$ cat config.mk
export PLATFORM = sky130hd
export DESIGN_NAME = command_queue
export DESIGN_NICKNAME = d
export VERILOG_FILES = /design/src/rtl/command_queue.sv
export SDC_FILE = /design/constraint.sdc
export NUM_CORES = 1
export LEC_CHECK = 0
export BUFFER_PORTS_ARGS = -buffer_cell sky130_fd_sc_hd__buf_2
export CAP_MARGIN = 20
export CORE_ASPECT_RATIO = 0.7
export CORE_MARGIN = 5
export CORE_UTILIZATION = 55
export DETAILED_ROUTE_END_ITERATION = 7
export GPL_TIMING_DRIVEN = 1
export MAX_ROUTING_LAYER = met4
export PLACE_DENSITY = 0.78
export SYNTH_ARGS = -nofsm -noshare
export SYNTH_HDL_FRONTEND = slang
export SYNTH_SLANG_ARGS = --single-unit
$ cat constraint.sdc
create_clock -name clk -period 15.8 [get_ports clk]
set_input_delay 0.79 -clock clk [delete_from_list [all_inputs] [get_ports clk]]
set_output_delay 0.79 -clock clk [all_outputs]
set_load 0.02 [all_outputs]
$ cat src/rtl/command_queue.sv
// Captures HPS commands written through the PIO bank using a toggle handshake.
// Commands are buffered in a first-word-fall-through FIFO and handed to the motion executor.
module command_queue #(
  parameter int DEPTH = 4,
  parameter int AW    = 2,
  parameter int W     = 32
) (
  input  logic         clk,
  input  logic         reset_n,
  input  logic [31:0]  flags_out,
  input  logic [W-1:0] cmd_type_in,
  input  logic [W-1:0] cmd_x_in,
  input  logic [W-1:0] cmd_y_in,
  input  logic [W-1:0] cmd_z_in,
  input  logic [W-1:0] cmd_e0_in,
  input  logic [W-1:0] cmd_e1_in,
  input  logic [W-1:0] cmd_f_in,
  input  logic [W-1:0] cmd_t_in,
  input  logic [W-1:0] cmd_dt_in,
  input  logic         exec_busy,
  output logic         cmd_valid,
  input  logic         cmd_ready,
  output logic [W-1:0] cmd_type,
  output logic [W-1:0] cmd_x,
  output logic [W-1:0] cmd_y,
  output logic [W-1:0] cmd_z,
  output logic [W-1:0] cmd_e0,
  output logic [W-1:0] cmd_e1,
  output logic [W-1:0] cmd_f,
  output logic [W-1:0] cmd_t,
  output logic [W-1:0] cmd_dt,
  output logic [31:0]  flags_in
);

  localparam int RW = 9 * W;

  logic [RW-1:0] mem_q [DEPTH];
  logic [AW-1:0] wr_ptr_q, rd_ptr_q;
  logic [AW:0]   count_q, count_d;
  logic          toggle_prev_q, ack_q, ovf_q;

  logic          new_cmd, abort, full, empty, pop, push, drop;
  logic [RW-1:0] head;
  logic [4:0]    count_ext;
  logic          unused_flags;

  assign unused_flags = &{1'b0, flags_out[31:2]};

  always_comb begin
    new_cmd = flags_out[0] ^ toggle_prev_q;
    abort   = flags_out[1];
    full    = (count_q == (AW+1)'(DEPTH));
    empty   = (count_q == '0);
    pop     = cmd_valid & cmd_ready;
    push    = new_cmd & ~abort & (~full | pop);
    drop    = new_cmd & ~abort & full & ~pop;
    count_d = count_q;
    case ({push, pop})
      2'b10:   count_d = count_q + 1'b1;
      2'b01:   count_d = count_q - 1'b1;
      default: count_d = count_q;
    endcase
  end

  always_ff @(posedge clk or negedge reset_n) begin
    if (!reset_n) begin
      wr_ptr_q      <= '0;
      rd_ptr_q      <= '0;
      count_q       <= '0;
      toggle_prev_q <= 1'b0;
      ack_q         <= 1'b0;
      ovf_q         <= 1'b0;
    end else begin
      toggle_prev_q <= flags_out[0];
      // Every toggle is acknowledged, even when dropped or aborted, so the HPS never stalls.
      if (new_cmd) ack_q <= flags_out[0];
      if (abort) begin
        wr_ptr_q <= '0;
        rd_ptr_q <= '0;
        count_q  <= '0;
        ovf_q    <= 1'b0;
      end else begin
        if (push) wr_ptr_q <= wr_ptr_q + 1'b1;
        if (pop)  rd_ptr_q <= rd_ptr_q + 1'b1;
        if (drop) ovf_q    <= 1'b1;
        count_q <= count_d;
      end
    end
  end

  always_ff @(posedge clk) begin
    if (push) begin
      mem_q[wr_ptr_q] <= {cmd_type_in, cmd_x_in, cmd_y_in, cmd_z_in, cmd_e0_in,
                          cmd_e1_in, cmd_f_in, cmd_t_in, cmd_dt_in};
    end
  end

  // Masking through cmd_valid keeps outputs at zero after reset without clearing memory.
  assign cmd_valid = ~empty;
  assign head      = cmd_valid ? mem_q[rd_ptr_q] : '0;
  assign {cmd_type, cmd_x, cmd_y, cmd_z, cmd_e0, cmd_e1, cmd_f, cmd_t, cmd_dt} = head;

  assign count_ext = 5'(count_q);
  assign flags_in  = {23'b0, empty & ~exec_busy & ~cmd_valid, count_ext[3:0],
                      ovf_q, empty, full, ack_q};

endmodule

* Word-level counts from Yosys, hierarchy flattened
Memory sizes are Yosys's and may differ from the RTL's.
Index checks and enable logic that the tools add are counted.
** Storage, ports and cells
- Flip-flop bits (word level) :: 10
- Bits in latches :: 0
- RAM bits :: 1152
- Memory bits (read-only) :: 0
- Output and inout bits :: 321
- Logic and storage cells :: 44
- Memories kept :: 1
** Memories
- mem_q :: words 4, bits a word 288, read ports 1, clocked after memory_dff 0, wr ports 1, line 37 : logic [RW-1:0] mem_q [DEPTH];
** Cells by class
- $add $sub $neg :: 4
- $mul :: 0
- Divide/modulo/power cells :: 0
- $lt $le $gt $ge :: 0
- Equal/unequal tests :: 3
- Shift operators :: 0
- Mux-type cells :: 11
- Bitwise logic cells :: 14
- Reductions and logical operators :: 5
** Operators by type and width (number)
- 288-bit two-way mux :: 1
- 2-bit two-way mux :: 4
- 1-bit AND :: 7
- 3-bit case mux with 2 select lines :: 1
- 2-bit nonzero test :: 3
- 1-bit NOT :: 5
- 2-bit by 1-bit adder with 2-bit output (second input constant) :: 2
- 1-bit two-way mux :: 4
- 3-bit by 1-bit adder with 3-bit output (second input constant) :: 1
- 3-bit equality test (second input constant) :: 1
- 3-bit logical NOT :: 1
- 3-bit two-way mux :: 1
- 3-bit nonzero test :: 1
- 3-bit by 1-bit subtractor with 3-bit output (second input constant) :: 1
- 2-bit by 1-bit equality test with 1-bit output (second input constant) :: 1
- 2-bit equality test (second input constant) :: 1
- 1-bit bitwise OR :: 1
- 1-bit bitwise XOR :: 1

* Longest topological paths before layout
- Depth after elaboration :: 8
- Gate-level depth with buffers :: 9
- Depth with buffers taken out :: 7

* Worst setup path after synthesis
Ideal clock, no wire load.
- Kind :: input-to-reg
- From :: in cmd_ready
- To :: mem mem_q[0][0] in the netlist's numbering, enable pin
- Library setup time :: 0.686 ns
- Arrival :: 7.951 ns
- Setup slack :: 7.163 ns
- Stages :: 4
- Cell sequence :: clkbuf_1 -> nor4b_1 -> nor3_1 -> and2_1
** On the way
- Cells in the longest elaborated chain, start to end :: 5
** RTL lines
- start, declared :: line 22 : input logic cmd_ready,
- 1-bit AND :: line 54 : pop = cmd_valid & cmd_ready;
- 1-bit bitwise OR :: line 55 : push = new_cmd & ~abort & (~full | pop);
- 1-bit AND :: line 55
- 1-bit two-way mux :: line 92 : if (push) begin
- 1-bit two-way mux (implied by the code) :: line 93 : mem_q[wr_ptr_q] <= {cmd_type_in, cmd_x_in, cmd_y_in, cmd_z_in, cmd_e0_in,
- end, declared :: line 37
Every way passes these cells.

* Worst setup path in the final report
- From :: reg rd_ptr_q[0]
- To :: out cmd_x[7]
** On the way
- Cells in the longest elaborated chain, start to end :: 2
** RTL lines
- start, declared :: line 38 : logic [AW-1:0] wr_ptr_q, rd_ptr_q;
- start signal, assigned :: line 84 : if (pop) rd_ptr_q <= rd_ptr_q + 1'b1;
- memory read 4 x 288 bit
- 288-bit two-way mux :: line 100 : assign head = cmd_valid ? mem_q[rd_ptr_q] : '0;
- end, declared :: line 24 : output logic [W-1:0] cmd_x,
Every way passes these cells.

==> impl_metrics.tcl <==
set metrics [dict create \
    status "complete, no violations" \
    slowest_delay_ns 1.03 \
    hpwl_mm 55.2 \
    clock_tree.root_cell "clkbuf_16" \
    p_leak_uw 0.0176 \
    fin_tns_setup_ns 0 \
    via_per_inst 5.66 \
    finClkSkew_ns 0.0188 \
    synth-seq-cells 1162 \
    port_buffers 590 \
    netlist_area_um2 44200 \
    die_area_um2 86300 \
    grt_pass1_wl_mm 137 \
    io_pins 645 \
    ys_top_cells_by_area "edfxtp_1 (78%), mux4_2 (15%), and2_1 (4.1%)" \
    tightest_slew_ns 1.08 \
    final_area_um2 51700 \
    dpl_cell_area_um2 48200 \
    timing.final.ws_setup_ns 10.96 \
    htreeDepth 3 \
    ys_types 34 \
    cp.arrival_ns 4.05 \
    synth-seq-area-share 0.788 \
    power.density_nw_per_um2 144 \
    required_ns 15.01 \
    cp.buffers_inverters 3 \
    overflow 0 \
    hold_violations 0 \
    dp.cells 3508 \
    dr.pass1.iters 5 \
    start_util 0.552 \
    path_max_fanout 45 \
    synth_flop_cell "edfxtp_1" \
    max_slew_margin 0.278 \
    finalSetupViolCount 0 \
    cts_buffers 104 \
    grt_pass1_vias 22400 \
    rows 87 \
    wl_per_cell_um 24.6 \
    yosysMostFrequentCell "edfxtp_1" \
    startpoint_type "register" \
    ys_warn_count 0 \
    hold_class "in2reg" \
    core_um2 80100 \
    fmax_mhz 206 \
    die_x_um 349 \
    drive_above_1_share 0.403 \
    gp_congestion 0.806 \
    hold_ws_ns 0.327 \
    async_flop_share 0.00861 \
    syn2layout_area_growth_pct 16.9 \
    drc 0 \
    ys_top_cells_by_count "edfxtp_1 (1152), and2_1 (293), mux4_2 (288), buf_2 (44), clkbuf_1 (41)" \
    crit_path_cell_trace "buf_4, buf_4, mux4_2, and2_1, buf_2" \
    antenna_left 0 \
    period_needed_ns 4.84 \
    clkTransAtPathRegs_ns 0.06 \
    endpoint_kind "primary output" \
    cp_slowest_cell "dfrtp_4" \
    register_area_um2 34900 \
    grt_max_degree 113 \
    synth_area_leader_cell "edfxtp_1" \
    fin_crit_sh 0.307 \
    cts_tree "built" \
    rsz0062_at_grt "false" \
    avgSynthCellArea_um2 23.0 \
    finish.net_count 2880 \
    pre_cts_slack_ns 10.98 \
    synth-edff-count 1152 \
    die_h_um 247 \
    multi_input_area_um2 8760 \
    slew_viol_final 0 \
    synth_top_area_share 0.782 \
    cp_top_family "buffers and inverters" \
    peakVddDrop_mv 0.109 \
    antenna_found_initial 32 \
    fillers 5203 \
    drt_iter0_markers 1636 \
    postSynthCellCount 1927 \
    vias 21200 \
    cap_violations 0 \
    cts_setup_buffers 0 \
    clk_latency_ns 0.65 \
    crit_type "reg2out" \
    clockBufferDepth 3 \
    path_common_cell "buf_4" \
    instances_no_fill 3742 \
    cts.sinks 1162 \
    grt.total_usage 0.216 \
    wirelength_mm 91.9 \
]
==> through the flow <==
step            util  total power (uW)
5_1_grt        0.645              7770
6_report       0.646              7470
2_1_floorplan      -              4630
4_1_cts        0.643              7530
3_3_place_gp   0.601              5040
3_5_place_dp   0.601              5070
==> report_power, final <==
part           leakage, uW  total [uW]  internal (uW)  switching, uW
sequential          0.0106        3590           3540           51.5
clock              0.00164        2480           1400           1080
combinational      0.00536        1400            565            838
total               0.0176        7470           5500           1970
==> timing repair <==
item | CTS | global route
setup endpoints to repair | 0 | 0
hold endpoints to repair | 10 | 0
resized for setup | 0 | 0
hold buffers | 1 | 0
==> placed cells by master (no fill, tap or decap), drive strengths merged, types with 2 or more instances in the layout <==
cell type / Yosys / layout
conb: 1 / 24
xnor2: 3 / 3
a21oi: 3 / 3
clkinvlp: 0 / 3
diode: 0 / 37
clkbuf: 41 / 125
nand3: 3 / 3
nor3: 2 / 2
edfxtp: 1152 / 1152
and2: 293 / 293
mux4: 288 / 288
clkinv: 0 / 48
o21ai: 4 / 4
ha: 4 / 4
bufinv: 0 / 10
xor2: 3 / 3
dfrtp: 10 / 10
nor2: 11 / 11
a31oi: 2 / 2
inv: 4 / 10
nand2: 4 / 4
buf: 86 / 621
==> state kept, by name, summed over array words and instances, names as in the netlist <==
register and count:
ovf_q 1, ack_q 1, wr_ptr_q 2, mem_q 1152, rd_ptr_q 2, count_q 3, toggle_prev_q 1
==> routing by layer <==
| metal | vias up | track usage | wire, um |
|---|---|---|---|
| met4 | 0 | 0.0579 | 1910 |
| met1 | 11100 | 0.272 | 33800 |
| met3 | 126 | 0.0559 | 7850 |
| met2 | 808 | 0.357 | 48300 |
| li1 | 9143 | - | - |
| met5 | - | - | 0 |
==> cell type report <==
type / count / share of cell area
tap: 1068 / 0.0258
inverter: 4 / 0.000290
antenna: 37 / 0.00179
clock buffer: 125 / 0.0527
sequential: 1162 / 0.674
multi-input combinational: 657 / 0.169
clock inverter: 67 / 0.0123
timing repair buffer: 622 / 0.0640
==> cells by family after synthesis <==
group | share of synthesized area
flip-flops | 0.788
AND/OR/NAND/NOR | 0.0442
multiplexers | 0.147
buffers and inverters | 0.0167
AO/OA/AOI/OAI | 0.00209
XOR/XNOR | 0.00119
adder cells (fa/ha/maj) | 0.00158
other | 0.0000848
==> final timing paths <==
path	start	end	slack, ns	cells after the start
max reg2reg	toggle_prev_q$_DFF_PN0_	mem_q[2][178]$_DFFE_PP_	11.67	5
min	flags_out[0]	toggle_prev_q$_DFF_PN0_	0.33	1
min in group asynchronous	reset_n	ack_q$_DFFE_PN0N_	0.55	2
max	rd_ptr_q[0]$_DFFE_PN0P_	cmd_x[7]	10.96	5
min reg2reg	ack_q$_DFFE_PN0N_	ack_q$_DFFE_PN0N_	0.54	2
max in group asynchronous	reset_n	rd_ptr_q[0]$_DFFE_PN0P_	15.02	2
Note: power is estimated with default switching activity, not from simulation.
